$ cat src/rtl/cpu_pkg.sv
// Shared types and instruction-field constants for the multi-cycle control unit.
package cpu_pkg;

    localparam int unsigned OPC_MSB = 9;
    localparam int unsigned RX_LSB  = 3;
    localparam int unsigned RY_LSB  = 0;
    localparam int unsigned OPC_W   = 4;
    localparam int unsigned IDX_W   = 3;

    typedef enum logic [3:0] {
        OP_MVI = 4'b0000,
        OP_MV  = 4'b0001,
        OP_ADD = 4'b0010,
        OP_SUB = 4'b0011,
        OP_AND = 4'b0100,
        OP_INV = 4'b0101
    } opcode_t;

    typedef enum logic [2:0] {
        S_IDLE,
        S_FETCH,
        S_T1,
        S_T2,
        S_T3
    } state_t;

    typedef enum logic [1:0] {
        ALU_ADD = 2'b00,
        ALU_SUB = 2'b01,
        ALU_AND = 2'b10,
        ALU_INV = 2'b11
    } alu_op_t;

    function automatic alu_op_t alu_sel(input opcode_t op);
        alu_op_t sel;
        case (op)
            OP_SUB:  sel = ALU_SUB;
            OP_AND:  sel = ALU_AND;
            OP_INV:  sel = ALU_INV;
            default: sel = ALU_ADD;
        endcase
        return sel;
    endfunction

endpackage

$ cat src/rtl/control_unit_reg_decoder.sv
// Register index to one-hot select; output is all zero when not enabled.
module reg_decoder
    import cpu_pkg::*;
#(
    parameter int unsigned NREG = 8
) (
    input  logic [IDX_W-1:0] idx,
    input  logic             en,
    output logic [NREG-1:0]  onehot
);

    always_comb begin
        onehot = '0;
        if (en) begin
            onehot[idx] = 1'b1;
        end
    end

endmodule

$ cat src/rtl/control_unit.sv
// Multi-cycle sequencer: fetch, decode IR, then step T1..T3 driving datapath enables.
module control_unit
    import cpu_pkg::*;
#(
    parameter int unsigned N    = 10,
    parameter int unsigned NREG = 8
) (
    input  logic            CLKb,
    input  logic            Reset,
    input  logic            Run,
    input  logic [N-1:0]    IR,
    output logic            IR_E,
    output logic [NREG-1:0] Rin,
    output logic [NREG-1:0] Rout,
    output logic            Ain,
    output logic            Gin,
    output logic            Gout,
    output logic            DinOut,
    output logic [1:0]      ALUop,
    output logic            Done
);

    state_t           state;
    state_t           state_next;
    opcode_t          opc;
    alu_op_t          alu;
    logic [IDX_W-1:0] rx_idx;
    logic [IDX_W-1:0] ry_idx;
    logic             rx_in;
    logic             rx_out;
    logic             ry_out;
    logic [NREG-1:0]  rx_hot;
    logic [NREG-1:0]  ry_hot;

    assign opc    = opcode_t'(IR[OPC_MSB -: OPC_W]);
    assign rx_idx = IR[RX_LSB +: IDX_W];
    assign ry_idx = IR[RY_LSB +: IDX_W];

    reg_decoder #(.NREG(NREG)) u_rx_dec (
        .idx    (rx_idx),
        .en     (rx_in | rx_out),
        .onehot (rx_hot)
    );

    reg_decoder #(.NREG(NREG)) u_ry_dec (
        .idx    (ry_idx),
        .en     (ry_out),
        .onehot (ry_hot)
    );

    // Rx is never both read and written in the same microcycle, so one decoder serves both.
    assign Rin   = rx_in  ? rx_hot : '0;
    assign Rout  = (rx_out ? rx_hot : '0) | ry_hot;
    assign ALUop = alu;

    always_ff @(negedge CLKb) begin
        if (Reset) begin
            state <= S_IDLE;
        end else begin
            state <= state_next;
        end
    end

    always_comb begin
        state_next = state;
        IR_E       = 1'b0;
        rx_in      = 1'b0;
        rx_out     = 1'b0;
        ry_out     = 1'b0;
        Ain        = 1'b0;
        Gin        = 1'b0;
        Gout       = 1'b0;
        DinOut     = 1'b0;
        alu        = ALU_ADD;
        Done       = 1'b0;

        case (state)
            S_IDLE: begin
                if (Run) begin
                    state_next = S_FETCH;
                end
            end
            S_FETCH: begin
                IR_E       = 1'b1;
                state_next = S_T1;
            end
            S_T1: begin
                case (opc)
                    OP_MVI: begin
                        DinOut = 1'b1;
                        rx_in  = 1'b1;
                        Done   = 1'b1;
                    end
                    OP_MV: begin
                        ry_out = 1'b1;
                        rx_in  = 1'b1;
                        Done   = 1'b1;
                    end
                    OP_ADD, OP_SUB, OP_AND, OP_INV: begin
                        rx_out     = 1'b1;
                        Ain        = 1'b1;
                        state_next = S_T2;
                    end
                    default: begin
                        Done = 1'b1;
                    end
                endcase
            end
            S_T2: begin
                Gin        = 1'b1;
                alu        = alu_sel(opc);
                ry_out     = (opc != OP_INV);
                state_next = S_T3;
            end
            S_T3: begin
                Gout  = 1'b1;
                rx_in = 1'b1;
                Done  = 1'b1;
            end
            default: begin
                state_next = S_IDLE;
            end
        endcase

        // Final microcycle of any instruction chains straight into the next fetch.
        if (Done) begin
            state_next = Run ? S_FETCH : S_IDLE;
        end
    end

endmodule
$ cat config.mk
export PLATFORM = sky130hd
export DESIGN_NAME = control_unit
export DESIGN_NICKNAME = d
export VERILOG_FILES = /design/src/rtl/cpu_pkg.sv /design/src/rtl/control_unit_reg_decoder.sv /design/src/rtl/control_unit.sv
export SDC_FILE = /design/constraint.sdc
export NUM_CORES = 1
export LEC_CHECK = 0
export BUFFER_PORTS_ARGS = -buffer_cell sky130_fd_sc_hd__buf_2
export CAP_MARGIN = 15
export CORE_UTILIZATION = 30
export DETAILED_ROUTE_END_ITERATION = 10
export GPL_TIMING_DRIVEN = 1
export SYNTH_ARGS = -nofsm -noshare
export SYNTH_HDL_FRONTEND = slang
export SYNTH_HIERARCHICAL = 1
export SYNTH_SLANG_ARGS = --single-unit
$ cat constraint.sdc
create_clock -name CLKb -period 2.6 [get_ports CLKb]
set_input_delay 0 -clock CLKb [delete_from_list [all_inputs] [get_ports CLKb]]
set_output_delay 0 -clock CLKb [all_outputs]
set_load 0.005 [all_outputs]
; ---- Word-level counts from Yosys, hierarchy flattened
; Index checks and enable logic that the tools add are counted.
[classes]
magnitude_cmp = 4
eq_ne = 13
mux = 28
bitwise = 2
n_reduce_logical = 7
[ops]
columns = cell, n
row1 = $mux W8, 4
row2 = $pmux W3 S5, 1
row3 = $mux W1, 13
row4 = $mux W3, 3
row5 = $eq A4 B2 Y1 const B, 2
row6 = $eq A4 B3 Y1 const B, 2
row7 = $lt A3 B4 Y1 const B, 2
row8 = $or A8 B8 Y8, 1
row9 = $demux W1 S3, 2
row10 = $eq A3 B2 Y1 const B, 2
row11 = $ge A3 B1 Y1 const B, 2
row12 = $pmux W1 S2, 3
row13 = $pmux W2 S3, 1
row14 = $eq A4 B1 Y1 const B, 1
row15 = $logic_not A4 Y1, 1
row16 = $ne A4 B3 Y1 const B, 1
row17 = $reduce_or A4 Y1, 1
row18 = $eq A3 B1 Y1 const B, 1
row19 = $eq A3 B3 Y1 const B, 1
row20 = $logic_not A3 Y1, 1
row21 = $ne A3 B2 Y1 const B, 1
row22 = $ne A3 B3 Y1 const B, 1
row23 = $reduce_and A3 Y1, 1
row24 = $logic_and A1 B1 Y1, 2
row25 = other kinds (4), 4
[word_totals]
regBits = 3
in_bits = 13
out_inout_bits = 24
word_cells = 55

; ---- Logic depth before layout (Yosys ltp)
; Gate-level depths: netlist of the first run.
[logic_depth]
ltp_word = 8
depth_mapped = 5
depth_no_buf = 5

; ---- Modules after synthesis
; The synthesis of the first run kept the hierarchy.
[modules_own_cells]
columns = mod, instances, cells_per_inst, area_each_um2, seq_area_each_um2
row1 = control_unit, 1, 48, 400.4, 60.1
row2 = reg_decoder (u_rx_dec), 1, 8, 96.3, 0.0
row3 = reg_decoder (u_ry_dec), 1, 8, 95.1, 0.0

==> results_dict.tcl, run 1 <==
set metrics [dict create \
    p_total_mw 0.228 \
    met3_length_um 73 \
    cp_slowest_stage_delay_ps 310 \
    reg.largest.list "state x3" \
    synth-seq-cells 3 \
    synthCells 64 \
    final_cells 142 \
    utilization 0.608 \
    worstMarginPinSlew_ps 289 \
    hpwl_um 1420 \
    worstSetupEndpointType "output pin" \
    seq_area_frac_synth 0.101 \
    syn_area_um2 592 \
    synth_top_area_frac 0.127 \
    vias 735 \
    drive_gt1_frac 0.812 \
    syn-num-nets 77 \
    yosys.cell_types.count 30 \
    crit_required_ps 2600 \
    vias_per_cell 5.18 \
    powerDensity_mw_per_mm2 210 \
    antenna_found_initial 0 \
    dpl.cell_count 133 \
    critPathMaxFanout 8 \
    die_w_um 46.4 \
    setup_ws_ps -493 \
    critPathArrivalTime_ps 3090 \
    num-nets-final 131 \
    peakVddDrop_mv 0.302 \
    routedWlPerCell_um 13.3 \
    netSwitchingFraction 0.362 \
    final_max_slew_viol_count 0 \
    p_leak_nw 0.524 \
    top_register "state" \
    cts_buffer_depth 2 \
    status "finished with violations" \
    path_clk_slew_ps 30 \
    drt-met1-wl_um 951 \
    whs_ps 294 \
    cts_tree "built" \
    yosysTopAreaCell "nor3b_1" \
    drt-initial-drc-count 3 \
    wl_met2_um 841 \
    criticalPathCategory "flop to output pin" \
    hold_class "input pin to output pin" \
    gp_congestion 0.764 \
    mostFrequentLayoutCell "buf_2" \
    grt_pass1_wl_um 2700 \
    setup_viol 19 \
    layout_common_cells "buf_2 (32), buf_4 (10), a21o_2 (8), nor3b_2 (8), buf_6 (7)" \
    largest_register_ffs 3 \
    setup-tns-final_ps -7010 \
    grt.overflow.total 0 \
    top_layer "met4" \
    syn_to_final_growth_pct 83.3 \
    ant_nets 0 \
    pin_count 37 \
    avgSynthCellArea_um2 9.25 \
    slowest_stage "dfxtp_2" \
    die_h_um 46.4 \
    critical_path_buf_inv_count 1 \
    switchingPower_mw 0.0827 \
    start_kind "flop" \
    cp_cell_sequence "nand2b_4, a211o_4, a21oi_4, nor4b_4, nor3b_2, buf_2" \
    coreArea_mm2 0.00178 \
    clkPwrFrac 0.436 \
    insertion_delay_ps 300 \
    htree_levels 1 \
    num_antenna_cells 0 \
    dp_slack_ps -174 \
    dpl-instance-area_um2 951 \
    synth_area_leaders "nor3b_1 (13%), a21o_2 (12%), dfxtp_1 (10%)" \
    grt_max_degree 12 \
    rsz0062_at_grt "yes" \
    port_buffers 36 \
    hold_violations 0 \
    first_pass_iters 4 \
    final_area_mm2 0.00108 \
    maxCapViolations 0 \
    globalRouteTotalUtil 0.181 \
    maxSlewHeadroom 0.806 \
    seq_power_share 0.220 \
    path_delay_family "simple AND/OR/NAND/NOR gates" \
    pwr-share-comb 0.345 \
    numCtsBuffers 3 \
    ctsRootBufferMaster "clkbuf_4" \
    drc 0 \
    skew_ps 4.21 \
    p_int_mw 0.146 \
    fp.dieArea_mm2 0.00215 \
    grt_pass1_vias 639 \
    finalWirelength_um 1890 \
    num_rows 15 \
    fillCellCount 158 \
    violations "setup timing" \
    initial_core_util 0.332 \
    cts_sinks 3 \
    yosysWarnings 6 \
]
-- path summary, 6_finish.rpt --
check                               from       end  slack [ps]  cells past startpoint
worst max register to register  state[1]  state[1]        1440                      4
worst min register to register  state[0]  state[0]         690                      3
worst min-delay path               IR[6]    DinOut         290                      3
worst max-delay path            state[2]    Rin[0]        -490                      6
-- routing by layer --
layer	vias to the layer above	track usage
met1	340	0.250
met2	15	0.233
met3	4	0.0549
met4	0	0.124
li1	376	-
met5	-	0
-- cells in the mapped netlist --
cell,count
and4_2,2
buf_2,1
xnor2_1,1
a211oi_1,1
nor4b_2,2
and4bb_2,4
and4bb_1,2
nor4b_1,2
nor4_4,1
and4b_2,5
a31o_2,1
nand2b_2,1
buf_1,1
nand2b_1,2
a311oi_1,1
dfxtp_1,3
nor2b_1,2
and4b_1,1
o22ai_1,1
and3_2,1
nor3b_1,10
a21o_2,8
inv_1,1
nor2_1,3
and3_1,1
o41a_1,1
a211o_2,1
a21oi_1,2
and2_1,1
o21a_1,1
-- power by group through the flow --
stage               combinational [mW]  sequential [mW]  clock, mW
finish                          0.0787           0.0501     0.0994
CTS                             0.0750           0.0500      0.106
detailed placement              0.0692           0.0507    0.00960
global route                    0.0846           0.0502      0.114
floorplan                       0.0322           0.0508    0.00960
global placement                0.0685           0.0509    0.00960
-- cell families after synthesis --
logic type	Yosys count	share of synthesized area
buffers and inverters	3	0.0211
XOR/XNOR	1	0.0148
flip-flops	3	0.101
AND/OR/NAND/NOR	40	0.626
AO/OA/AOI/OAI	17	0.237
-- what timing repair did --
item | CTS | global route
cloned | 0 | 0
gates resized for setup | 14 | 3
endpoints found under the setup margin | 21 | 21
hold buffers | 0 | 0
buffers inserted | 0 | 3
pin swaps | 0 | 1
-- tightest hold or removal path, cell delays in order --
cell and delay, ps:
buf_2 120, nor4b_2 50, buf_2 120
-- cell type report --
type	count	area, um2	area share
clock buffers	3	22.5	0.0208
clock inverters	4	15.0	0.0138
multi-input cells	58	636	0.586
flip-flops and latches	3	66.3	0.0611
well taps	25	31.3	0.0288
repair buffers	49	314	0.290
Power figures use the tool's default switching activity.
==> run 2, diff against run 1 <==
Settings changed: CORE_MARGIN set to 8.
==> run 2 against run 1 <==
The run still ends with setup timing left. First-iteration DRC count grew 33%. Critical path depth is the same. Total power grew 3.0%. Cell count grew 2.1%. Sequential share of layout area shrank 0.16 points. Highest routed layer unchanged. Combinational power grew 3.4%. Design area grew 2.7%.
==> results_dict.tcl, run 2 (synthesis results as in run 1) <==
set metrics [dict create \
    worstSetupEndpointType "output pin" \
    status "finished with violations" \
    setup-tns-final_ps -7000 \
    mostFrequentLayoutCell "buf_2" \
    grt_max_degree 9 \
    antenna_found_initial 0 \
    final_area_mm2 0.00111 \
    cts_buffer_depth 2 \
    numCtsBuffers 3 \
    grt.overflow.total 0 \
    port_buffers 36 \
    reg2reg_depth 4 \
    drt-initial-drc-count 4 \
    utilization 0.586 \
    routedWlPerCell_um 14.9 \
    critPathMaxFanout 8 \
    globalRouteTotalUtil 0.114 \
    holdBufCountCts 0 \
    pin_count 37 \
    hpwl_um 1630 \
    dpl-instance-area_um2 976 \
    num_rows 16 \
    vias 750 \
    setup_ws_ps -499 \
    drive_gt1_frac 0.822 \
    path_clk_slew_ps 30 \
    fp.dieArea_mm2 0.00365 \
    hold_violations 0 \
    worstMarginPinSlew_ps 275 \
    insertion_delay_ps 310 \
    criticalPathCategory "flop to output pin" \
    num-nets-final 132 \
    powerDensity_mw_per_mm2 211 \
    gp_congestion 0.771 \
    ctsRootBufferMaster "clkbuf_4" \
    skew_ps 3.78 \
    maxSlewHeadroom 0.815 \
    largest_register_ffs 3 \
    rsz0062_at_grt "yes" \
    critPathArrivalTime_ps 3100 \
    grt_pass1_wl_um 3260 \
    drc 0 \
    die_h_um 60.4 \
    hold_class "input pin to output pin" \
    htree_levels 1 \
    start_kind "flop" \
    vias_per_cell 5.17 \
    syn_to_final_growth_pct 88.2 \
    violations "setup timing" \
    reg.largest.list "state x3" \
    crit_required_ps 2600 \
    coreArea_mm2 0.00190 \
    final_max_slew_viol_count 0 \
    peakVddDrop_mv 0.205 \
    cts_sinks 3 \
    grt_pass1_vias 749 \
    whs_path_depth 3 \
    top_register "state" \
    p_total_mw 0.235 \
    die_w_um 60.4 \
    maxCapViolations 0 \
    finalWirelength_um 2160 \
    p_leak_nw 0.532 \
    ant_nets 0 \
    cts_tree "built" \
    layout_common_cells "buf_2 (30), buf_4 (11), buf_6 (9)" \
    dp_slack_ps -200 \
    initial_core_util 0.311 \
    num_antenna_cells 0 \
    setup_viol 20 \
    first_pass_iters 4 \
]
run 2: cell count changes in the layout (fill, tap and decap cells not counted), sizes merged:
cell  before  now
buf       49   50
run 2: path summary, 6_finish.rpt:
path | slack [ps] | from | end
max | -500 | state[2] | Rin[0]
min | 310 | IR[6] | DinOut
max reg2reg | 1460 | state[0] | state[1]
min reg2reg | 700 | state[1] | state[0]
run 2: cell type report:
type | count | area (um2)
clock inverter | 4 | 15.0
tap | 27 | 33.8
fill | 175 | 788
clock buffer | 3 | 22.5
multi-input combinational | 58 | 642
sequential | 3 | 66.3
timing repair buffer | 50 | 334
run 2: per-stage QoR:
step	hold WS [ps]	instances
global route	337	145
CTS	293	145
floorplan	33.4	64
detailed placement	288	138
finish	310	145
global placement	291	138
run 2: worst max-delay path: stages (launching register included):
cell and delay, ps:
dfxtp_2 310, nand2b_4 130, a211o_4 270, a21oi_4 190
nor4b_4 260, nor3b_2 200, buf_2 130
run 2: timing repair:
item / 4_1_cts / 5_1_grt
pin swaps: 5 / 4
resized for setup: 16 / 4
setup buffers: 1 / 0
endpoints found under the hold margin: 0 / 0
endpoints found under the setup margin: 21 / 21
run 2: metal layers:
layer	global-route usage	wire length, um	share of wire
met5	0	0	0
met4	0.0465	16	0.0074
met3	0.0381	185	0.085
met2	0.168	953	0.44
met1	0.148	1010	0.47
run 2: report_power, final:
group | total (mW) | switching (mW) | internal, mW | leakage, nW
sequential | 0.0505 | 0.00236 | 0.0482 | 0.0261
clock | 0.103 | 0.0427 | 0.0604 | 0.0351
combinational | 0.0814 | 0.0428 | 0.0386 | 0.471
==> run 3, diff against run 2 <==
==> constraint.sdc (replaced) <==
create_clock -name CLKb -period 2.6 [get_ports CLKb]
set_input_delay 0 -clock CLKb [delete_from_list [all_inputs] [get_ports CLKb]]
set_output_delay 0 -clock CLKb [all_outputs]
set_load 0.01 [all_outputs]
==> run 3 against run 2 <==
The flow still finishes with violations (setup timing). Global-route usage rose by 0.47 points. Die area did not move. Combinational power fell by 2%. Largest power group unchanged.
==> results_dict.tcl, run 3 (synthesis results as in run 1) <==
set metrics [dict create \
    dp_slack_ps -200 \
    num_antenna_cells 0 \
    initial_core_util 0.311 \
    p_leak_nw 0.524 \
    maxCapViolations 0 \
    grt_pass1_vias 771 \
    reg.largest.list "state x3" \
    final_max_slew_viol_count 0 \
    crit_required_ps 2600 \
    drt-initial-drc-count 10 \
    maxSlewHeadroom 0.804 \
    start_kind "flop" \
    finalWirelength_um 2090 \
    die_w_um 60.4 \
    insertion_delay_ps 300 \
    critPathArrivalTime_ps 3090 \
    port_buffers 36 \
    status "finished with violations" \
    critical_path_buf_inv_count 1 \
    top_register "state" \
    grt.overflow.total 0 \
    vias 743 \
    grt_pass1_wl_um 3460 \
    holdBufCountCts 0 \
    violations "setup timing" \
    htree_levels 1 \
    whs_ps 312 \
    p_total_mw 0.230 \
    pin_count 37 \
    cts_sinks 3 \
    drive_gt1_frac 0.809 \
    worstMarginPinSlew_ps 292 \
    layout_common_cells "buf_2 (27), buf_6 (11), a21o_2 (8), buf_4 (8)" \
    setup_ws_ps -490 \
    mostFrequentLayoutCell "buf_2" \
    routedWlPerCell_um 14.7 \
    num_rows 16 \
    critPathMaxFanout 8 \
    ctsRootBufferMaster "clkbuf_4" \
    rsz0062_at_grt "yes" \
    numCtsBuffers 3 \
    syn_to_final_growth_pct 88.6 \
    dpl.cell_count 136 \
    first_pass_iters 3 \
    hold_violations 0 \
    coreArea_mm2 0.00190 \
    cp_cell_sequence "nand2b_4, a211o_4, a21oi_4, nor4b_4, nor3b_4, buf_2" \
    peakVddDrop_mv 0.196 \
    grt_max_degree 12 \
    drc 0 \
    hold_class "input pin to output pin" \
    num-nets-final 129 \
    fp.dieArea_mm2 0.00365 \
    cts_buffer_depth 2 \
    final_area_mm2 0.00112 \
    globalRouteTotalUtil 0.119 \
    hpwl_um 1600 \
    cp_slowest_stage_delay_ps 310 \
    criticalPathCategory "flop to output pin" \
    largest_register_ffs 3 \
    die_h_um 60.4 \
    slowest_stage "dfxtp_2" \
    fillCellCount 169 \
    utilization 0.587 \
    antenna_found_initial 0 \
    final_cells 142 \
    cts_tree "built" \
    dpl-instance-area_um2 973 \
    powerDensity_mw_per_mm2 206 \
    ant_nets 0 \
    cts_setup_buffers 0 \
    gp_congestion 0.703 \
    setup-tns-final_ps -7170 \
    path_clk_slew_ps 40 \
    path_delay_family "simple AND/OR/NAND/NOR gates" \
    vias_per_cell 5.23 \
    setup_viol 20 \
    skew_ps 12.4 \
    worstSetupEndpointType "output pin" \
]
## run 3: cell count changes in the layout (fill, tap and decap cells not counted), moves of 2 or more
cell,delta
buf_4,-3
buf_6,+2
buf_2,-3
nor3b_2,-3
nor3b_4,+3
## run 3: final cells by class
| class | instances | area [um2] | share of cell area |
|---|---|---|---|
| Clock buffer | 3 | 22.5 | 0.0202 |
| Clock inverter | 4 | 15.0 | 0.0135 |
| Multi-Input combinational cell | 58 | 644 | 0.577 |
| Sequential cell | 3 | 66.3 | 0.0594 |
| Tap cell | 27 | 33.8 | 0.0303 |
| Timing Repair Buffer | 47 | 334 | 0.299 |
## run 3: worst reg2reg max path, cell delays in order, from the launching register on
cell	delay [ps]
dfxtp_2	330
buf_4	180
a211oi_1	290
a31o_2	200
## run 3: what timing repair did
item	in CTS	in global routing
endpoints found under the setup margin	21	21
pin swaps	3	3
gates resized for setup	22	0
## run 3: layer usage
layer  vias up  wire length, um  GRT usage
li1        371                -          -
met1       348              846      0.136
met2        20             1050      0.201
met3         4              162     0.0318
met4         0               29     0.0532
met5         -                0          0
## run 3: worst paths after layout
path                                from  endpoint  slack [ps]  cells after the start
worst max-delay path            state[2]    Rin[0]        -490                      6
worst min-delay path               IR[6]    DinOut         310                      3
worst max register to register  state[0]  state[1]        1540                      3
worst min register to register  state[1]  state[1]         640                      2
## run 3: power by group
group / internal, mW / switching, mW / leakage (nW) / total (mW)
Clock: 0.0602 / 0.0398 / 0.0351 / 0.100
Combinational: 0.0362 / 0.0433 / 0.463 / 0.0795
Sequential: 0.0482 / 0.00241 / 0.0261 / 0.0506
Total: 0.145 / 0.0855 / 0.524 / 0.230
